===== config.mk =====
export PLATFORM = sky130hd
export DESIGN_NAME = ball_ctl
export DESIGN_NICKNAME = d
export VERILOG_FILES = /design/src/rtl/pong_defs.sv /design/src/rtl/frame_tick.sv /design/src/rtl/ball_ctl.sv
export SDC_FILE = /design/constraint.sdc
export NUM_CORES = 1
export LEC_CHECK = 0
export CAP_MARGIN = 0
export CORE_AREA = 2 2 114 171
export CTS_CLUSTER_SIZE = 14
export DETAILED_ROUTE_END_ITERATION = 10
export DIE_AREA = 0 0 116 173
export SYNTH_ARGS = -nofsm -noshare
export SYNTH_HDL_FRONTEND = slang
export SYNTH_HIERARCHICAL = 1
export SYNTH_SLANG_ARGS = --single-unit

===== constraint.sdc =====
create_clock -name pclk -period 5.7 [get_ports pclk]
set_input_delay 0.57 -clock pclk [delete_from_list [all_inputs] [get_ports pclk]]
set_output_delay 0.57 -clock pclk [all_outputs]
set_load 0.1 [all_outputs]

===== src/rtl/pong_defs.sv =====
// Shared playfield geometry for the pong game logic and the screen renderer.
// The limits are derived here so that both sides always agree on where the
// ball is allowed to travel.
package pong_defs;

  localparam int SCREEN_W       = 1024;
  localparam int SCREEN_H       = 768;
  localparam int PALETTE_LENGTH = 100;  // half-length of a paddle
  localparam int PALETTE_WIDTH  = 10;
  localparam int BALL_SIZE      = 3;

  localparam int X_MIN    = PALETTE_WIDTH + BALL_SIZE;             // 13
  localparam int X_MAX    = SCREEN_W - PALETTE_WIDTH - BALL_SIZE;  // 1011
  localparam int Y_MIN    = BALL_SIZE;                             // 3
  localparam int Y_MAX    = SCREEN_H - 1 - BALL_SIZE;              // 764
  localparam int X_CENTRE = SCREEN_W / 2;                          // 512
  localparam int Y_CENTRE = SCREEN_H / 2;                          // 384

  // Vertical distance from paddle centre at which the ball still touches it.
  localparam logic [11:0] HIT_REACH_W = 12'(PALETTE_LENGTH + BALL_SIZE);

  typedef logic [10:0] coord_t;

  // Ball overlaps the paddle vertically. Widened to 12 bits and written with
  // additions only, so a paddle near row 0 can never wrap into a false miss.
  function automatic logic paddle_hit(input coord_t ball_y, input coord_t pad_y);
    logic [11:0] by;
    logic [11:0] py;
    by = {1'b0, ball_y};
    py = {1'b0, pad_y};
    return ((by + HIT_REACH_W) > py) && (by < (py + HIT_REACH_W));
  endfunction

endpackage


===== src/rtl/frame_tick.sv =====
// Rising-edge detector on vertical sync. The tick is combinational so that the
// consumer acts on the very edge at which vsync is first sampled high.
module frame_tick (
  input  logic pclk,
  input  logic rst,
  input  logic vsync_in,
  output logic tick
);

  logic vsync_q_r;

  // Remember the previous vsync sample.
  always_ff @(posedge pclk or posedge rst) begin
    if (rst) begin
      vsync_q_r <= 1'b0;
    end else begin
      vsync_q_r <= vsync_in;
    end
  end

  assign tick = vsync_in & ~vsync_q_r;

endmodule


===== src/rtl/ball_ctl.sv =====
// Pong game engine: once per frame moves the ball, bounces it off the walls
// and paddles, detects misses, keeps score and ends the game at WIN_SCORE.
module ball_ctl
  import pong_defs::*;
#(
  parameter int unsigned STEP         = 2,
  parameter int unsigned SERVE_FRAMES = 60,
  parameter int unsigned WIN_SCORE    = 9
) (
  input  logic        pclk,
  input  logic        rst,
  input  logic        vsync_in,
  input  logic        start,
  input  logic [10:0] left_palette_pos,
  input  logic [10:0] right_palette_pos,
  output logic [10:0] ball_xpos,
  output logic [10:0] ball_ypos,
  output logic [3:0]  score_left,
  output logic [3:0]  score_right,
  output logic        point_left,
  output logic        point_right,
  output logic        game_over
);

  typedef enum logic [2:0] {
    ST_IDLE      = 3'd0,
    ST_SERVE     = 3'd1,
    ST_PLAY      = 3'd2,
    ST_POINT     = 3'd3,
    ST_GAME_OVER = 3'd4
  } state_t;

  localparam int CNT_W = (SERVE_FRAMES > 1) ? $clog2(SERVE_FRAMES) : 1;
  localparam logic [CNT_W-1:0] SERVE_LAST = CNT_W'(SERVE_FRAMES - 1);
  localparam logic [CNT_W-1:0] CNT_ONE    = CNT_W'(1);

  localparam logic [11:0] STEP_W  = 12'(STEP);
  localparam logic [11:0] X_MIN_W = 12'(X_MIN);
  localparam logic [11:0] X_MAX_W = 12'(X_MAX);
  localparam logic [11:0] Y_MIN_W = 12'(Y_MIN);
  localparam logic [11:0] Y_MAX_W = 12'(Y_MAX);
  localparam logic [10:0] X_MIN_C = 11'(X_MIN);
  localparam logic [10:0] X_MAX_C = 11'(X_MAX);
  localparam logic [10:0] Y_MIN_C = 11'(Y_MIN);
  localparam logic [10:0] Y_MAX_C = 11'(Y_MAX);
  localparam logic [10:0] X_CTR_C = 11'(X_CENTRE);
  localparam logic [10:0] Y_CTR_C = 11'(Y_CENTRE);
  localparam logic [3:0]  WIN_C   = 4'(WIN_SCORE);

  state_t           state_r;
  logic             dx_r;           // 1 = moving right
  logic             dy_r;           // 1 = moving down
  logic             left_scored_r;  // which side earned the pending point
  logic [CNT_W-1:0] cnt_r;

  logic             tick_s;
  logic [11:0]      x_wide_s;
  logic [11:0]      y_wide_s;
  logic [10:0]      nx_s;
  logic [10:0]      ny_s;
  logic             ndx_s;
  logic             ndy_s;
  logic             miss_s;

  frame_tick u_frame_tick (
    .pclk     (pclk),
    .rst      (rst),
    .vsync_in (vsync_in),
    .tick     (tick_s)
  );

  assign x_wide_s = {1'b0, ball_xpos};
  assign y_wide_s = {1'b0, ball_ypos};

  // Candidate vertical move: step, or clamp to the wall and reverse.
  always_comb begin
    ny_s  = ball_ypos;
    ndy_s = dy_r;
    if (dy_r) begin
      if ((y_wide_s + STEP_W) >= Y_MAX_W) begin
        ny_s  = Y_MAX_C;
        ndy_s = 1'b0;
      end else begin
        ny_s  = 11'(y_wide_s + STEP_W);
        ndy_s = 1'b1;
      end
    end else begin
      if (y_wide_s <= (Y_MIN_W + STEP_W)) begin
        ny_s  = Y_MIN_C;
        ndy_s = 1'b1;
      end else begin
        ny_s  = 11'(y_wide_s - STEP_W);
        ndy_s = 1'b0;
      end
    end
  end

  // Candidate horizontal move: step, paddle return, or miss at either edge.
  always_comb begin
    nx_s   = ball_xpos;
    ndx_s  = dx_r;
    miss_s = 1'b0;
    if (dx_r) begin
      if ((x_wide_s + STEP_W) >= X_MAX_W) begin
        if (paddle_hit(ball_ypos, right_palette_pos)) begin
          nx_s  = X_MAX_C;
          ndx_s = 1'b0;
        end else begin
          miss_s = 1'b1;
        end
      end else begin
        nx_s = 11'(x_wide_s + STEP_W);
      end
    end else begin
      if (x_wide_s <= (X_MIN_W + STEP_W)) begin
        if (paddle_hit(ball_ypos, left_palette_pos)) begin
          nx_s  = X_MIN_C;
          ndx_s = 1'b1;
        end else begin
          miss_s = 1'b1;
        end
      end else begin
        nx_s = 11'(x_wide_s - STEP_W);
      end
    end
  end

  // Game state machine with all outputs registered.
  always_ff @(posedge pclk or posedge rst) begin
    if (rst) begin
      state_r       <= ST_IDLE;
      dx_r          <= 1'b1;
      dy_r          <= 1'b1;
      left_scored_r <= 1'b0;
      cnt_r         <= '0;
      ball_xpos     <= X_CTR_C;
      ball_ypos     <= Y_CTR_C;
      score_left    <= 4'd0;
      score_right   <= 4'd0;
      point_left    <= 1'b0;
      point_right   <= 1'b0;
      game_over     <= 1'b0;
    end else begin
      point_left  <= 1'b0;
      point_right <= 1'b0;
      case (state_r)
        ST_IDLE: begin
          ball_xpos <= X_CTR_C;
          ball_ypos <= Y_CTR_C;
          if (start) begin
            state_r <= ST_SERVE;
            dx_r    <= 1'b1;
            dy_r    <= 1'b1;
            cnt_r   <= '0;
          end
        end
        ST_SERVE: begin
          ball_xpos <= X_CTR_C;
          ball_ypos <= Y_CTR_C;
          if (tick_s) begin
            if (cnt_r == SERVE_LAST) begin
              state_r <= ST_PLAY;
              cnt_r   <= '0;
            end else begin
              cnt_r <= cnt_r + CNT_ONE;
            end
          end
        end
        ST_PLAY: begin
          if (tick_s) begin
            if (miss_s) begin
              // Ball recentres in POINT, so this tick's Y move is dropped.
              state_r       <= ST_POINT;
              left_scored_r <= dx_r;
            end else begin
              ball_xpos <= nx_s;
              ball_ypos <= ny_s;
              dx_r      <= ndx_s;
              dy_r      <= ndy_s;
            end
          end
        end
        ST_POINT: begin
          ball_xpos <= X_CTR_C;
          ball_ypos <= Y_CTR_C;
          cnt_r     <= '0;
          if (left_scored_r) begin
            // Right conceded: serve toward the right.
            score_left <= score_left + 4'd1;
            point_left <= 1'b1;
            dx_r       <= 1'b1;
            if ((score_left + 4'd1) == WIN_C) begin
              state_r   <= ST_GAME_OVER;
              game_over <= 1'b1;
            end else begin
              state_r <= ST_SERVE;
            end
          end else begin
            score_right <= score_right + 4'd1;
            point_right <= 1'b1;
            dx_r        <= 1'b0;
            if ((score_right + 4'd1) == WIN_C) begin
              state_r   <= ST_GAME_OVER;
              game_over <= 1'b1;
            end else begin
              state_r <= ST_SERVE;
            end
          end
        end
        ST_GAME_OVER: begin
          ball_xpos <= X_CTR_C;
          ball_ypos <= Y_CTR_C;
          if (start) begin
            state_r     <= ST_SERVE;
            score_left  <= 4'd0;
            score_right <= 4'd0;
            game_over   <= 1'b0;
            cnt_r       <= '0;
          end
        end
        default: begin
          state_r <= ST_IDLE;
        end
      endcase
    end
  end

endmodule


======== After elaboration in Yosys (flattened, before gate mapping) ========
Index checks and enable logic that the tools add are counted.
word-level totals
  flip-flop bits (word level) ............. 46
  input port bits ......................... 26
  output and inout port bits .............. 33
cells by class
  add/sub/neg operators ................... 10
  order comparisons ....................... 8
  equal/unequal tests ..................... 21
  muxes and demuxes ....................... 60
  bitwise logic cells ..................... 2
  reduce and logical (&&, ||, !) cells .... 20
operators by type and width
  kind                                                                                   count
  11-bit two-way mux                                                                     12
  11-bit case mux with 2 select lines                                                    2
  11-bit by 7-bit adder with 12-bit output, second input constant                        3
  1-bit two-way mux                                                                      25
  11-bit by 2-bit adder with 12-bit output, second input constant                        2
  12-bit by 10-bit greater-or-equal comparator with 1-bit output, second input constant  2
  12-bit by 11-bit greater-than comparator with 1-bit output                             2
  11-bit by 12-bit < comparator with 1-bit output                                        2
  3-bit two-way mux                                                                      8
  11-bit by 2-bit subtractor with 11-bit output, second input constant                   2
  6-bit two-way mux                                                                      3
  2-bit != test, second input constant                                                   9
  6-bit case mux with 3 select lines                                                     1
  4-bit case mux with 2 select lines                                                     2
  3-bit AND reduction                                                                    5
  4-bit two-way mux                                                                      3
  3-bit case mux with 4 select lines                                                     1
  4-bit AND reduction                                                                    3
  11-bit by 3-bit less-or-equal comparator with 1-bit output, second input constant      1
  11-bit by 4-bit less-or-equal comparator with 1-bit output, second input constant      1
  5-bit AND reduction                                                                    2
  4-bit by 1-bit adder with 4-bit output, second input constant                          2
  4-bit == test, second input constant                                                   2
  4-bit != test, second input constant                                                   2
  17 further kinds                                                                       24

======== Longest topological paths before layout ========
Gate-level depths: netlist of run 1.
  depth in word-level cells ............... 9
  mapped depth ............................ 18
  mapped depth without buffers ............ 16

======== Modules after synthesis ========
Netlist of run 1, hierarchy kept.
by module, submodules not included
  module      times used  cells an instance  area an instance (µm²)  sequential area each (µm²)
  ball_ctl    1           623                4888.4                  1132.3
  frame_tick  1           3                  42.5                    25.0

======== Least setup slack after synthesis of run 1 ========
OpenSTA, ideal clock, no wires.
  path type ............................... register to register
  start point ............................. reg ball_ypos[1]
  end point ............................... reg ball_xpos[8]
  library setup time ...................... 0.140 ns
  arrival time ............................ 4.341 ns
  setup slack ............................. 1.219 ns
  cell stages (with the launch flop) ...... 18
  path buffers ............................ 2
  period minus slack after synthesis ...... 4.481 ns
  cells stage by stage .................... dfrtp_1 -> inv_1 -> ha_1 -> a21boi_2 -> o21ai_1 -> nand3_1 -> xnor2_1 -> ha_1 -> a21o_1 -> a21oi_1 -> o21ai_0 -> a221o_1 -> a211o_1 -> o2111ai_2 -> and2_1 -> buf_4 -> buf_6 -> o221ai_1
between the ends
  word-level cells in the longest chain between the ends .. 8
RTL lines
  item                                                        line                              text
  start, declared                                             ball_ctl.sv:17                    output logic [10:0] ball_ypos,
  start signal, assigned                                      ball_ctl.sv:177                   ball_ypos <= ny_s;
  11-bit by 7-bit adder with 12-bit output                    pong_defs.sv:31                   return ((by + HIT_REACH_W) > py) && (by < (py + HIT_REACH_W));
  12-bit by 11-bit greater-than comparator with 1-bit output  pong_defs.sv:31
  1-bit logical AND                                           pong_defs.sv:31
  1-bit two-way mux (on tied branches)                        ball_ctl.sv:116, ball_ctl.sv:105
  1-bit two-way mux (on tied branches)                        ball_ctl.sv:115, ball_ctl.sv:104
  1-bit two-way mux                                           ball_ctl.sv:103                   if (dx_r) begin
  2-bit != test (no source line)                              -
  5-bit AND reduction (no source line) *                      -
  end signal, assigned                                        ball_ctl.sv:176                   ball_xpos <= nx_s;
  end, declared                                               ball_ctl.sv:16                    output logic [10:0] ball_xpos,
Every way passes the cells marked *; elsewhere a longest branch is shown, timed or not.
A chain may end at the register's enable or synchronous reset.

======== Final worst setup path of run 1 ========
  start point ............................. in left_palette_pos[0]
  end point ............................... reg ball_ypos[9]
between the ends
  word-level cells in the longest chain between the ends .. 8
RTL lines
  item                                             line             text
  start, declared                                  ball_ctl.sv:14   input logic [10:0] left_palette_pos,
  11-bit by 7-bit adder with 12-bit output         pong_defs.sv:31
  11-bit by 12-bit < comparator with 1-bit output  pong_defs.sv:31
  1-bit logical AND *                              pong_defs.sv:31
  1-bit two-way mux *                              ball_ctl.sv:116  if (paddle_hit(ball_ypos, left_palette_pos)) begin
  1-bit two-way mux *                              ball_ctl.sv:115  if (x_wide_s <= (X_MIN_W + STEP_W)) begin
  1-bit two-way mux *                              ball_ctl.sv:103
  2-bit != test (no source line) *                 -
  3-bit AND reduction (no source line) *           -
Marks and branches as above.

==> impl_metrics.ini, run 1 <==
[run_status]
status = complete, no violations

[floorplan]
row_count = 61
core-area_mm2 = 0.0185
num_io_pins = 59
initial_utilization = 0.267
fp.dieW_um = 116
die_h_um = 173
die_area_mm2 = 0.0201

[global_route]
grtUsageMet2 = 0.271
grt_pass1_vias = 4816
met1_usage = 0.157
grt_max_degree = 46
antenna_found_initial = 0
track_usage = 0.143
grt-ovfl-total = 0
grt_pass1_wl_um = 23300
busiest_layer = met2
grt_use_met3 = 0.0126

[power_and_ir_drop]
comb_power_share = 0.274
p_leak_uw = 0.00240
switching_power_uw = 338
power_frac_seq = 0.421
clockPowerShare = 0.305
swShare = 0.345
worst_ir_drop_vdd_mv = 0.220
power.density_mw_per_mm2 = 166
p_int_uw = 641

[critical_path]
path_max_fanout = 16
slowest_stage = a2111oi_0
reg2reg_to = ball_ypos[3]
worstRegToRegCells = 17
crit_top_cell = buf_4
startpoint = left_palette_pos[0]
required_ns = 5.87
crit_path_start_kind = primary input
reg2reg_slack_ns = 1.25
path_cells = clkdlybuf4s50_1 -> o311a_1 -> or3_4 -> nand3_1 -> xnor2_1 -> ha_1 -> a2111oi_0 -> o211ai_1 -> o21ai_1 -> a211o_1 -> o2111ai_2 -> buf_4 -> and2_1 -> buf_4 -> a221o_1
cpPeakStageDelay_ns = 0.55
critPathCapture = ball_ypos[9]
crit_arrival_ns = 4.74
reg2reg_from = ball_ypos[1]
path_class = primary input to flop
cp-end-kind = flop

[drt]
drt_iter0_markers = 182
routed_wl_um = 14400
num_vias = 4802
routed_via_density = 5.23
drc_errors = 0
wire_per_inst_um = 15.6
first_pass_iters = 5
final_antenna_net_count = 0

[worst_hold_path]
hold_path.class = primary input to asynchronous set/reset pin

[clocking]
clkTransAtPathRegs_ns = 0.06
clkSinkCount = 46
worstSkewPairLatency_ns = 0.29
htreeDepth = 2
cts-root-buf = clkbuf_16
cts_resized = 0
ctsHoldBuffers = 0
cts_tree = yes
post-cts-setup-buffers = 0
clockBufferDepth = 2
numCtsBuffers = 5

[final_layout]
fin_cells = 919
drive_above_1_share = 0.0540
nFillCells = 1993
multi_input_area_mm2 = 0.00344
antenna_cells = 0
layout_common_cells = nand2_1 (61), ha_1 (59), clkdlybuf4s50_1 (58), inv_1 (50), a21oi_1 (50)
finalNetCount = 751
layout_commonest_cell = nand2_1
ff_latch_area_mm2 = 0.00116
areaGrowthSynthToFinish_pct = 19.3

[placed_design]
hpwl_um = 11100
io_buffers = 58
placedCellCount = 911
routabilityCongestion = 0.887

[synth]
ys_dominant_reg_cell = dfrtp_1
avgSynthCellArea_um2 = 7.88
yosys.area.top_type = dfrtp_1
syn_inst = 626
netlist_area_mm2 = 0.00493
yosysSeqAreaShare = 0.235
async_flop_share = 1.00
synthDistinctLibCells = 72
synth_nets = 711
synth_enable_flop_cells = 0
synth_area_leaders = dfrtp_1 (21%), ha_1 (15%), xnor2_1 (5.9%)
yosysWarnings = 6
synth-seq-cells = 46
synth_top_area_share = 0.208

[sta]
fin_setup_tns_ns = 0
clock_skew_ns = 0.00376
tightestPinTransition_ns = 1.00
min_period_ns = 4.57
fmax_ghz = 0.219
rsz0062_at_grt = no
final.period_utilization = 0.802
finalHoldViolations = 0
slew_headroom = 0.330
final_max_slew_viol_count = 0
finalSetupViolCount = 0

[run]
drv_cap = 0
-- cells in the mapped netlist, types with 4 or more instances --
master and count:
clkbuf_1 22, dfrtp_1 41, nor4_1 4, xor2_1 6, or3_1 4, o22ai_1 6, nor2_1 40, o31ai_1 5
buf_2 6, dfstp_2 5, ha_1 59, a31oi_1 15, a21oi_1 50, o221ai_1 4, and2_1 6, o211ai_1 9
inv_1 51, a22o_1 4, nor2b_1 9, nand4_1 13, nor3_1 20, nand2b_1 9, o21ai_0 29, nand3_1 29
o21a_1 6, nor3b_1 4, a21o_1 5, xnor2_1 33, nand2_1 61
-- kinds of logic (layout without fill, tap and decap cells) --
family                     after synthesis  after routing  share of synthesized area
and+or+nand+nor                        218            218                      0.226
xor gates and xnor gates                39             39                     0.0693
adders and majority gates               59             59                      0.150
AOI/OAI and AO/OA                      178            178                      0.245
muxes                                    4              4                    0.00863
buffers and inverters                   82            123                     0.0670
DFF                                     46             46                      0.235
-- power by group through the flow --
stage	registers, uW	logic [uW]	clock network, uW
finish	412	268	298
global route	419	296	316
CTS	411	270	307
detailed placement	417	269	0
global placement	415	264	0
floorplan	453	151	0
-- layout make-up --
type,instances,share of cell area
multi-input combinational,498,0.585
sequential,46,0.197
timing repair buffer,64,0.106
tap,252,0.0536
inverter,51,0.0325
clock buffer,6,0.0236
clock inverter,2,0.00213
-- how the worst min path moves through the flow --
stage / startpoint / depth (start not counted) / end / slack [ns]
CTS: rst / 2 / u_frame_tick/vsync_q_r / 0.47
finish: rst / 2 / u_frame_tick/vsync_q_r / 0.46
global route: rst / 2 / u_frame_tick/vsync_q_r / 0.48
detailed placement: cnt_r[4] / 1 / cnt_r[4] / 0.53
floorplan: rst / 1 / u_frame_tick/vsync_q_r / 0.30
global placement: cnt_r[5] / 2 / cnt_r[5] / 0.51
-- registers in the layout, indices dropped and copies added (netlist names) --
signal	flops
ball_xpos	11
ball_ypos	11
cnt_r	6
dx_r	1
dy_r	1
game_over	1
left_scored_r	1
point_left	1
point_right	1
score_left	4
score_right	4
state_r	3
u_frame_tick/vsync_q_r	1
-- routing by layer --
| layer | vias up | part of all wire |
|---|---|---|
| li1 | 2370 | - |
| met1 | 2299 | 0.40 |
| met2 | 105 | 0.54 |
| met3 | 28 | 0.029 |
| met4 | 0 | 0.035 |
| met5 | - | 0 |
-- worst max-delay path, delay by kind of cell --
family | cells | cell delay [ns]
compound gates | 7 | 2.08
buf+inv | 3 | 0.91
simple gates | 3 | 0.80
fa+ha+maj | 1 | 0.26
xor+xnor | 1 | 0.13
-- metrics by stage --
step	setup slack (ns)	total power [uW]	util	area (um^2)	hold slack (ns)
2_1_floorplan	1.22	604	-	4930	0.299
3_3_place_gp	0.969	679	0.310	5730	0.510
3_5_place_dp	0.841	685	0.310	5730	0.526
4_1_cts	1.16	988	0.319	5880	0.465
5_1_grt	0.833	1030	0.319	5880	0.477
6_report	1.13	978	0.319	5880	0.464
No activity file was read; power rests on OpenSTA's default activity.
==> run 2, diff against run 1 <==
==> constraint.sdc (replaced) <==
create_clock -name pclk -period 4.2 [get_ports pclk]
set_input_delay 0.42 -clock pclk [delete_from_list [all_inputs] [get_ports pclk]]
set_output_delay 0.42 -clock pclk [all_outputs]
set_load 0.1 [all_outputs]
==> impl_metrics.ini, run 2 (synthesis gave the netlist of run 1 again) <==
[run_status]
status = complete, no violations

[sta]
finalSetupViolCount = 0
rsz0062_at_grt = no
fin_setup_tns_ns = 0
finalHoldViolations = 0
fmax_ghz = 0.259
clock_skew_ns = 0.00583
final_max_slew_viol_count = 0
min_period_ns = 3.86
slew_headroom = 0.329
tightestPinTransition_ns = 1.00
final.period_utilization = 0.920

[run]
drv_cap = 0

[placed_design]
placedCellCount = 927
io_buffers = 58
hpwl_um = 11700
routabilityCongestion = 0.876

[final_layout]
areaGrowthSynthToFinish_pct = 22.7
reg_top3 = ball_xpos: 11 flops, ball_ypos: 11 flops, cnt_r: 6 flops
fin_cells = 935
layout_commonest_cell = nand2_1
drive_above_1_share = 0.0864
multi_input_area_mm2 = 0.00346
ff_latch_area_mm2 = 0.00116
layout_common_cells = nand2_1 (60), ha_1 (59), clkdlybuf4s50_1 (58), inv_1 (50), a21oi_1 (50)
fin_util = 0.328
nFillCells = 1992
antenna_cells = 0
finalNetCount = 767

[drt]
final_antenna_net_count = 0
first_pass_iters = 5
routed_via_density = 5.24
top_layer = met4
drt_iter0_markers = 287
route.met3.wl_um = 479
num_vias = 4896
routed_wl_um = 14900
met1_length_um = 5780
drc_errors = 0
wire_per_inst_um = 15.9
dr_wl_met2_um = 8000

[critical_path]
crit_arrival_ns = 4.05
cp-end-kind = flop
crit_path_start_kind = flop
path_class = flop to flop
worstRegToRegCells = 16
required_ns = 4.38
path_max_fanout = 15

[global_route]
grt-ovfl-total = 0
grt_pass1_wl_um = 24200
antenna_found_initial = 0
track_usage = 0.149
grt_max_degree = 46
grt_pass1_vias = 4882

[floorplan]
die_h_um = 173
initial_utilization = 0.267
num_io_pins = 59
row_count = 61
fp.dieW_um = 116
core-area_mm2 = 0.0185
die_area_mm2 = 0.0201

[clocking]
post-cts-setup-buffers = 0
clkTransAtPathRegs_ns = 0.07
clkSinkCount = 46
htreeDepth = 2
cts_tree = yes
clockBufferDepth = 2
numCtsBuffers = 5
ctsHoldBuffers = 0
worstSkewPairLatency_ns = 0.30
cts-root-buf = clkbuf_16
cts_resized = 0

[power_and_ir_drop]
worst_ir_drop_vdd_mv = 0.327
p_leak_uw = 0.00249
power.density_mw_per_mm2 = 230

[worst_hold_path]
hold_path.class = primary input to asynchronous set/reset pin
[run 2: cell type report]
cell class              count  area share
well taps                 252      0.0521
flip-flops and latches     46       0.192
clock inverters             3     0.00744
inverters                  51      0.0316
repair buffers             80       0.124
clock buffers               5      0.0207
multi-input cells         498       0.573
[run 2: power breakdown]
part / leakage [uW] / total [uW] / internal [uW] / switching, uW
clock network: 0.0000760 / 461 / 281 / 180
logic: 0.00184 / 369 / 151 / 218
registers: 0.000576 / 562 / 488 / 73.6
[run 2: critical path, stage by stage, from the launching register on]
cell and delay [ns]:
dfrtp_2 0.35, inv_1 0.10, ha_1 0.22, a21boi_2 0.19, o21ai_2 0.20, nand3_1 0.15, xnor2_2 0.17, ha_1 0.29
a21o_1 0.16, a21oi_1 0.18, o21ai_0 0.11, a221o_1 0.39, a211o_1 0.37, o2111ai_2 0.12, buf_6 0.20, nand2_2 0.12
a222oi_1 0.41
[run 2: path summary, 6_finish.rpt]
kind	start	to	slack (ns)
hold / removal	rst	u_frame_tick/vsync_q_r	0.30
max in group asynchronous	rst	ball_ypos[2]	2.86
min in group pclk	cnt_r[4]	cnt_r[4]	0.55
hold reg to reg	cnt_r[4]	cnt_r[4]	0.55
setup reg to reg	ball_ypos[1]	ball_xpos[9]	0.34
setup / recovery	ball_ypos[1]	ball_xpos[9]	0.34
[run 2: layer usage]
layer | vias up | GRT usage
li1 | 2405 | -
met1 | 2332 | 0.166
met2 | 122 | 0.280
met3 | 37 | 0.0123
met4 | 0 | 0.0689
met5 | - | 0
[run 2: per-stage QoR]
stage | setup WS (ns) | instance area, um^2 | hold slack, ns | total power, uW
6_report | 0.338 | 6050 | 0.300 | 1390
5_1_grt | 0.0611 | 6050 | 0.322 | 1470
4_1_cts | 0.115 | 6030 | 0.299 | 1410
3_5_place_dp | 0.0292 | 5860 | 0.526 | 937
3_3_place_gp | 0.0868 | 5860 | 0.514 | 932
2_1_floorplan | 0.0278 | 4930 | 0.149 | 819
